===== src/rtl/prbs_gen_chk_pkg.sv =====
// Shared constants, encodings and helpers for the PRBS generator/checker.
package prbs_gen_chk_pkg;

  localparam int MAX_LEN = 31;

  // Polynomial select encodings
  typedef enum logic [1:0] {
    POLY_PRBS7  = 2'd0,
    POLY_PRBS15 = 2'd1,
    POLY_PRBS23 = 2'd2,
    POLY_PRBS31 = 2'd3
  } poly_e;

  // Checker state machine
  typedef enum logic [1:0] {
    HUNT   = 2'd0,
    VERIFY = 2'd1,
    LOCKED = 2'd2
  } chk_state_e;

  // Loaded instead of an all-zero seed, which would freeze the LFSR
  localparam logic [MAX_LEN-1:0] LOCKUP_GUARD = {MAX_LEN{1'b1}};

  // Register length N of the selected polynomial
  function automatic logic [4:0] poly_len(input logic [1:0] sel);
    case (sel)
      POLY_PRBS7:  poly_len = 5'd7;
      POLY_PRBS15: poly_len = 5'd15;
      POLY_PRBS23: poly_len = 5'd23;
      POLY_PRBS31: poly_len = 5'd31;
      default:     poly_len = 5'd7;
    endcase
  endfunction

  // Second feedback tap T of the selected polynomial
  function automatic logic [4:0] poly_tap(input logic [1:0] sel);
    case (sel)
      POLY_PRBS7:  poly_tap = 5'd6;
      POLY_PRBS15: poly_tap = 5'd14;
      POLY_PRBS23: poly_tap = 5'd18;
      POLY_PRBS31: poly_tap = 5'd28;
      default:     poly_tap = 5'd6;
    endcase
  endfunction

  // Mask selecting the low len bits of the LFSR state (len=31 wraps to all-ones)
  function automatic logic [MAX_LEN-1:0] len_mask(input logic [4:0] len);
    logic [MAX_LEN-1:0] one;
    one = {{(MAX_LEN-1){1'b0}}, 1'b1};
    len_mask = (one << len) - one;
  endfunction

  // Number of received words needed to fill an N-bit checker register
  function automatic logic [5:0] hunt_words(input logic [4:0] len, input int dw);
    hunt_words = 6'((int'(len) + dw - 1) / dw);
  endfunction

endpackage


===== src/rtl/prbs_gen_chk_lfsr_step.sv =====
// Combinational DATA_W-bit advance of a Fibonacci LFSR; first bit lands in the word MSB.
module prbs_gen_chk_lfsr_step
  import prbs_gen_chk_pkg::*;
#(
  parameter int DATA_W = 8
) (
  input  logic [MAX_LEN-1:0] state,
  input  logic [1:0]         poly_sel,
  output logic [MAX_LEN-1:0] next_state,
  output logic [DATA_W-1:0]  word
);
  logic [4:0]         len_s;
  logic [4:0]         tap_s;
  logic [MAX_LEN-1:0] mask_s;

  assign len_s  = poly_len(poly_sel);
  assign tap_s  = poly_tap(poly_sel);
  assign mask_s = len_mask(len_s);

  // Run DATA_W single-bit steps; each new feedback bit is also the output bit
  always_comb begin
    logic [MAX_LEN-1:0] s;
    logic               nb;
    s    = state;
    nb   = 1'b0;
    word = '0;
    for (int i = 0; i < DATA_W; i++) begin
      nb   = s[len_s - 5'd1] ^ s[tap_s - 5'd1];
      s    = ((s << 1) | MAX_LEN'(nb)) & mask_s;
      word = (word << 1) | DATA_W'(nb);
    end
    next_state = s;
  end
endmodule


===== config.mk =====
export PLATFORM = sky130hd
export DESIGN_NAME = prbs_gen_chk_lfsr_step
export DESIGN_NICKNAME = d
export VERILOG_FILES = /design/src/rtl/prbs_gen_chk_pkg.sv /design/src/rtl/prbs_gen_chk_lfsr_step.sv
export SDC_FILE = /design/constraint.sdc
export NUM_CORES = 1
export LEC_CHECK = 0
export BUFFER_PORTS_ARGS = -buffer_cell sky130_fd_sc_hd__buf_2
export CAP_MARGIN = 0
export CORE_UTILIZATION = 44
export DETAILED_ROUTE_END_ITERATION = 10
export PLACE_DENSITY = 0.76
export SLEW_MARGIN = 20
export SYNTH_ARGS = -nofsm -noshare
export SYNTH_HDL_FRONTEND = slang
export SYNTH_SLANG_ARGS = --single-unit
export TNS_END_PERCENT = 5

===== constraint.sdc =====
create_clock -name vclk -period 3.5
set_input_delay 0 -clock vclk [all_inputs]
set_output_delay 0 -clock vclk [all_outputs]
set_load 0.005 [all_outputs]

==> reports/qor.yml, run 1 <==
power.density_mw_per_mm2: 188
cp_data_arrival_time_ns: 3.24
grtUsageTotal: 0.272
crit_path_end_kind: "output pin"
path_class: "in -> out"
antenna_found_initial: 0
grt_overflow: 0
die_x_um: 68.1
final_common_cell: "buf_2"
grt_setup_unrepaired: "false"
worst_path_most_repeated_cell: "buf_2"
syn_avg_cell_area_sq_um: 7.28
fp.dieArea_sq_mm: 0.00464
hold_path_class: "in -> out"
seq_area_sq_um: 0
n_sequential_cell: 0
drtAntennaViolNets: 0
grt_start_max_net_pins: 38
critPathRequiredTime_ns: 3.50
fin_crit_sh: 0.925
path_cells: "buf_2 > nand2_1 > inv_2 > ha_1 > buf_4 > inv_1 > a21oi_1 > o21a_1 > nor4_1 > nor3_2 > xnor2_1 > nor4_2 > a221oi_2 > o311a_1 > buf_2"
status: "finished, final reports clean"
drcViolationCount: 0
grt_pass1_wl_mm: 9.55
avgRoutedWirePerCell_um: 17.2
final_layout_size_suffix_gt1_frac: 0.364
slowest_stage: "nor4_1"
nFillCells: 400
nClkBuffers: 0
period_minus_slack_ns: 3.24
vias_per_cell: 6.42
yosysWarnings: 0
p_leak_nw: 0.996
core_sq_mm: 0.00409
multiInputGateArea_sq_mm: 0.00169
maxSlewViolCount: 0
synthCells: 264
wirelength_mm: 6.35
num_vias: 2369
dieHeight_um: 68.1
max-cap-violations: 0
antenna_cells: 0
worst-path-max-fanout: 29
hold_viol: 0
ir_worst_vdd_mv: 0.109
grt_pass1_vias: 1885
fin_setup_tns_ns: 0
tightest_slew_ns: 0.476
io_pins: 72
layout_common_cells: "72 x buf_2, 18 x a21oi_1, 16 x nor2_1, 14 x nand2_1, 14 x buf_4"
port_buffers: 72
post-place-ws_ns: 0.373
row_count: 23
dr.pass1.iters: 5
startpoint_type: "primary input"
synth_area_leaders: "mux4_2 7.0%, mux2i_1 6.3%, a21oi_1 4.7%, buf_4 4.3%, and3_1 4.2%"
critPathTopFamily: "buffers and inverters"
dp.final_hpwl_mm: 4.86
critPathBufInv: 5
ctsHoldBuffers: 0
cts_setup_buffers: 0
max_stage_delay_ns: 0.42
synth_cell_types: 70
initial_core_util: 0.470
clock.fmax_ghz: 0.309
drtIter0Drc: 296
place.gp.congestion: 0.928
synth_top_cell_by_area: "mux4_2"
yosysTopAreaCellShare: 0.0703
cts_resized: 0
worst_slack_ns: 0.262
synth_nets: 298
setup_violations: 0
final_nets: 355
syn-cell-area_sq_mm: 0.00192
power_uw: 424
slew_headroom: 0.682
area_growth_pct: 17.5
seq_area_frac_synth: 0
-- worst paths after layout --
check	depth (start not counted)	endpoint	startpoint
hold / removal	3	next_state[30]	state[22]
setup / recovery	15	next_state[0]	poly_sel[0]
-- per-layer routing --
layer,track usage,wire length [um],part of all wire,vias to the layer above
met3,0.00833,742,0.12,8
met2,0.426,2730,0.43,171
met1,0.407,2760,0.44,1063
li1,-,-,-,1127
met4,0.0547,112,0.018,0
met5,0,0,0,-
-- metrics by stage --
step	cell area, sq um	hold slack (ns)	util	cells
after global placement	2260	0.334	0.553	369
after CTS	2260	0.333	0.553	369
after detailed placement	2260	0.333	0.553	369
after global routing	2260	0.349	0.553	369
after floorplan	1920	0.0829	-	264
final	2260	0.329	0.553	369
-- synthesized netlist by cell type (all sizes together), types with 4 or more instances --
cell type	count
buf	24
a21oi	18
nor2	17
and3	14
nand2	14
o21ai	14
a221oi	12
mux2i	12
nor3	12
and2	11
inv	9
nand3	8
nor2b	8
clkbuf	7
mux2	7
mux4	6
nand2b	4
nor4	4
xnor2	4
xor2	4
-- cell families after synthesis --
logic type	count (synthesis)	synth area share
adder cells (fa/ha/maj)	1	0.00651
multiplexers	25	0.174
buffers and inverters	41	0.119
AND/OR/NAND/NOR	105	0.322
AO/OA/AOI/OAI	84	0.342
XOR/XNOR	8	0.0365
-- cell type report --
cell class | instances | area share
Timing Repair Buffer | 86 | 0.206
Inverter | 10 | 0.0166
Multi-Input combinational cell | 223 | 0.750
Tap cell | 50 | 0.0277
-- where the power goes --
part | internal (mW) | switching [mW] | total, mW
logic | 0.188 | 0.236 | 0.424
clock network | 0 | 0 | 0
registers | 0 | 0 | 0
total | 0.188 | 0.236 | 0.424
Note: power is estimated with default switching activity, not from simulation.
==> run 2, diff against run 1 <==
--- a/config.mk
+++ b/config.mk
@@ -9,6 +9,7 @@
 export CAP_MARGIN = 0
 export CORE_UTILIZATION = 44
 export DETAILED_ROUTE_END_ITERATION = 10
+export MAX_ROUTING_LAYER = met4
 export PLACE_DENSITY = 0.76
 export SLEW_MARGIN = 20
 export SYNTH_ARGS = -nofsm -noshare
==> run 2 against run 1 <==
  * Die area unchanged
  * Count of clock-buffer cells in the layout did not move
  * Critical path depth grew 1
  * Critical endpoint is now word[0]
==> reports/qor.yml, run 2 (synthesis results as in run 1) <==
vias_per_cell: 6.52  # +1.5%
hold_path_class: "in -> out"
worst-path-max-fanout: 8  # -72%
finalNonFillerCells: 368  # -0.27%
tightest_slew_ns: 0.492  # +0.0157 ns
layout_common_cells: "72 x buf_2, 18 x a21oi_1, 16 x nor2_1, 14 x nand2_1"
slowest_stage: "xnor2_1"
dpl-instance-area_sq_mm: 0.00225  # -0.33%
max-cap-violations: 0  # unchanged
power.density_mw_per_mm2: 190  # +1.2%
place.gp.congestion: 0.955  # +2.9%
drtIter0Drc: 322  # +8.8%
dieHeight_um: 68.1  # unchanged
grt_setup_unrepaired: "false"
met2_length_mm: 2.80  # +2.5%
path_class: "in -> out"
max_stage_delay_ns: 0.43  # about the same
p_leak_nw: 0.992  # -0.48%
final_layout_size_suffix_gt1_frac: 0.362  # -0.00200
grt_overflow: 0  # unchanged
ctsHoldBuffers: 0  # unchanged
drcViolationCount: 0  # unchanged
wl_met1_mm: 3.02  # +9.3%
fin_setup_tns_ns: 0  # unchanged
io_pins: 72  # unchanged
startpoint_type: "primary input"
dp_cells: 368  # -0.27%
pwr-share-seq: 0  # unchanged
final_nets: 354  # -0.28%
grtUsageTotal: 0.292  # +0.0196
ir_worst_vdd_mv: 0.132  # +20%
row_count: 23  # unchanged
grt_pass1_vias: 1921  # +1.9%
finish.utilization: 0.551  # -0.00184
die_x_um: 68.1  # unchanged
setup_violations: 0  # unchanged
hold_depth: 3  # unchanged
port_buffers: 72  # unchanged
dr.pass1.iters: 5  # unchanged
seq_area_sq_um: 0  # unchanged
initial_core_util: 0.470  # unchanged
drtAntennaViolNets: 0  # unchanged
worst_slack_ns: 0.292  # +0.0294 ns
core_sq_mm: 0.00409  # unchanged
fp.dieArea_sq_mm: 0.00464  # unchanged
grt_pass1_wl_mm: 10.0  # +5.2%
power.share.clock: 0  # unchanged
critPathRequiredTime_ns: 3.50  # about the same
nFillCells: 393  # -1.8%
dp.final_hpwl_mm: 4.96  # +2.1%
path_cells: "buf_2 > nand2_1 > inv_2 > ha_1 > buf_4 > buf_4 > mux2_2 > a221oi_1 > o21ai_0 > o31ai_1 > nor3_2 > xnor2_1 > nor4_2 > a221oi_2 > o311a_1 > buf_2"
status: "finished, final reports clean"
cp_data_arrival_time_ns: 3.21  # -0.03 ns
p_int_uw: 187  # -0.39%
cts_resized: 0  # unchanged
power_switching_uw: 240  # +1.8%
slew_headroom: 0.670  # -0.0125
final_common_cell: "buf_2"
wl_met3_um: 598  # -19%
grt_start_max_net_pins: 38  # unchanged
area_growth_pct: 17.1
maxSlewViolCount: 0  # unchanged
hold_viol: 0  # unchanged
highest_layer: "met4"
n_sequential_cell: 0  # unchanged
avgRoutedWirePerCell_um: 17.9  # +3.7%
antenna_found_initial: 0  # unchanged
switching_share: 0.562  # +0.00531
wirelength_mm: 6.57  # +3.4%
antenna_cells: 0  # unchanged
power_frac_comb: 1.000  # about the same
num_vias: 2398  # +1.2%
fin_area_sq_mm: 0.00225  # -0.33%
cts_setup_buffers: 0  # unchanged
crit_path_end_kind: "output pin"
fin_crit_sh: 0.917  # -0.00840
post-place-ws_ns: 0.414  # +0.0406 ns
period_minus_slack_ns: 3.21  # -0.0294 ns
clock.fmax_ghz: 0.312  # +0.92%
nClkBuffers: 0  # unchanged
[run 2: cell types whose count changed in the layout (fill, tap and decap cells not counted), sizes merged]
| cell | delta |
|---|---|
| buf | -1 |
[run 2: final timing paths]
kind,from,to,slack [ns]
hold / removal,state[22],next_state[30],0.34
setup / recovery,poly_sel[1],word[0],0.29
[run 2: metal layers]
layer,track usage,up-vias
met5,-,-
met4,0.0547,0
met3,0.0150,15
met2,0.435,155
met1,0.430,1103
li1,-,1125
[run 2: power by group through the flow]
stage                     Clock [mW]  Combinational (mW)  Sequential (mW)
final                              0               0.427                0
after global placement             0               0.415                0
after global routing               0               0.466                0
after CTS                          0               0.421                0
after detailed placement           0               0.418                0
after floorplan                    0               0.307                0
[run 2: critical path, delay by kind of cell]
kind | cells | cell delay [ns]
and+or+nand+nor | 3 | 0.39
AOI/OAI and AO/OA | 5 | 1.00
xor gates and xnor gates | 1 | 0.43
buffers and inverters | 5 | 0.72
muxes | 1 | 0.35
adders and majority gates | 1 | 0.32
[run 2: area by class of cell]
class,count,area [sq um],area share
multi-input combinational,223,1690,0.752
tap,50,62.6,0.0278
timing repair buffer,85,458,0.203
inverter,10,37.5,0.0167
[run 2: stage by stage]
step	hold slack [ns]	total power, mW
2_1_floorplan	0.0829	0.307
3_3_place_gp	0.339	0.415
3_5_place_dp	0.340	0.418
4_1_cts	0.341	0.421
5_1_grt	0.356	0.466
6_report	0.340	0.427
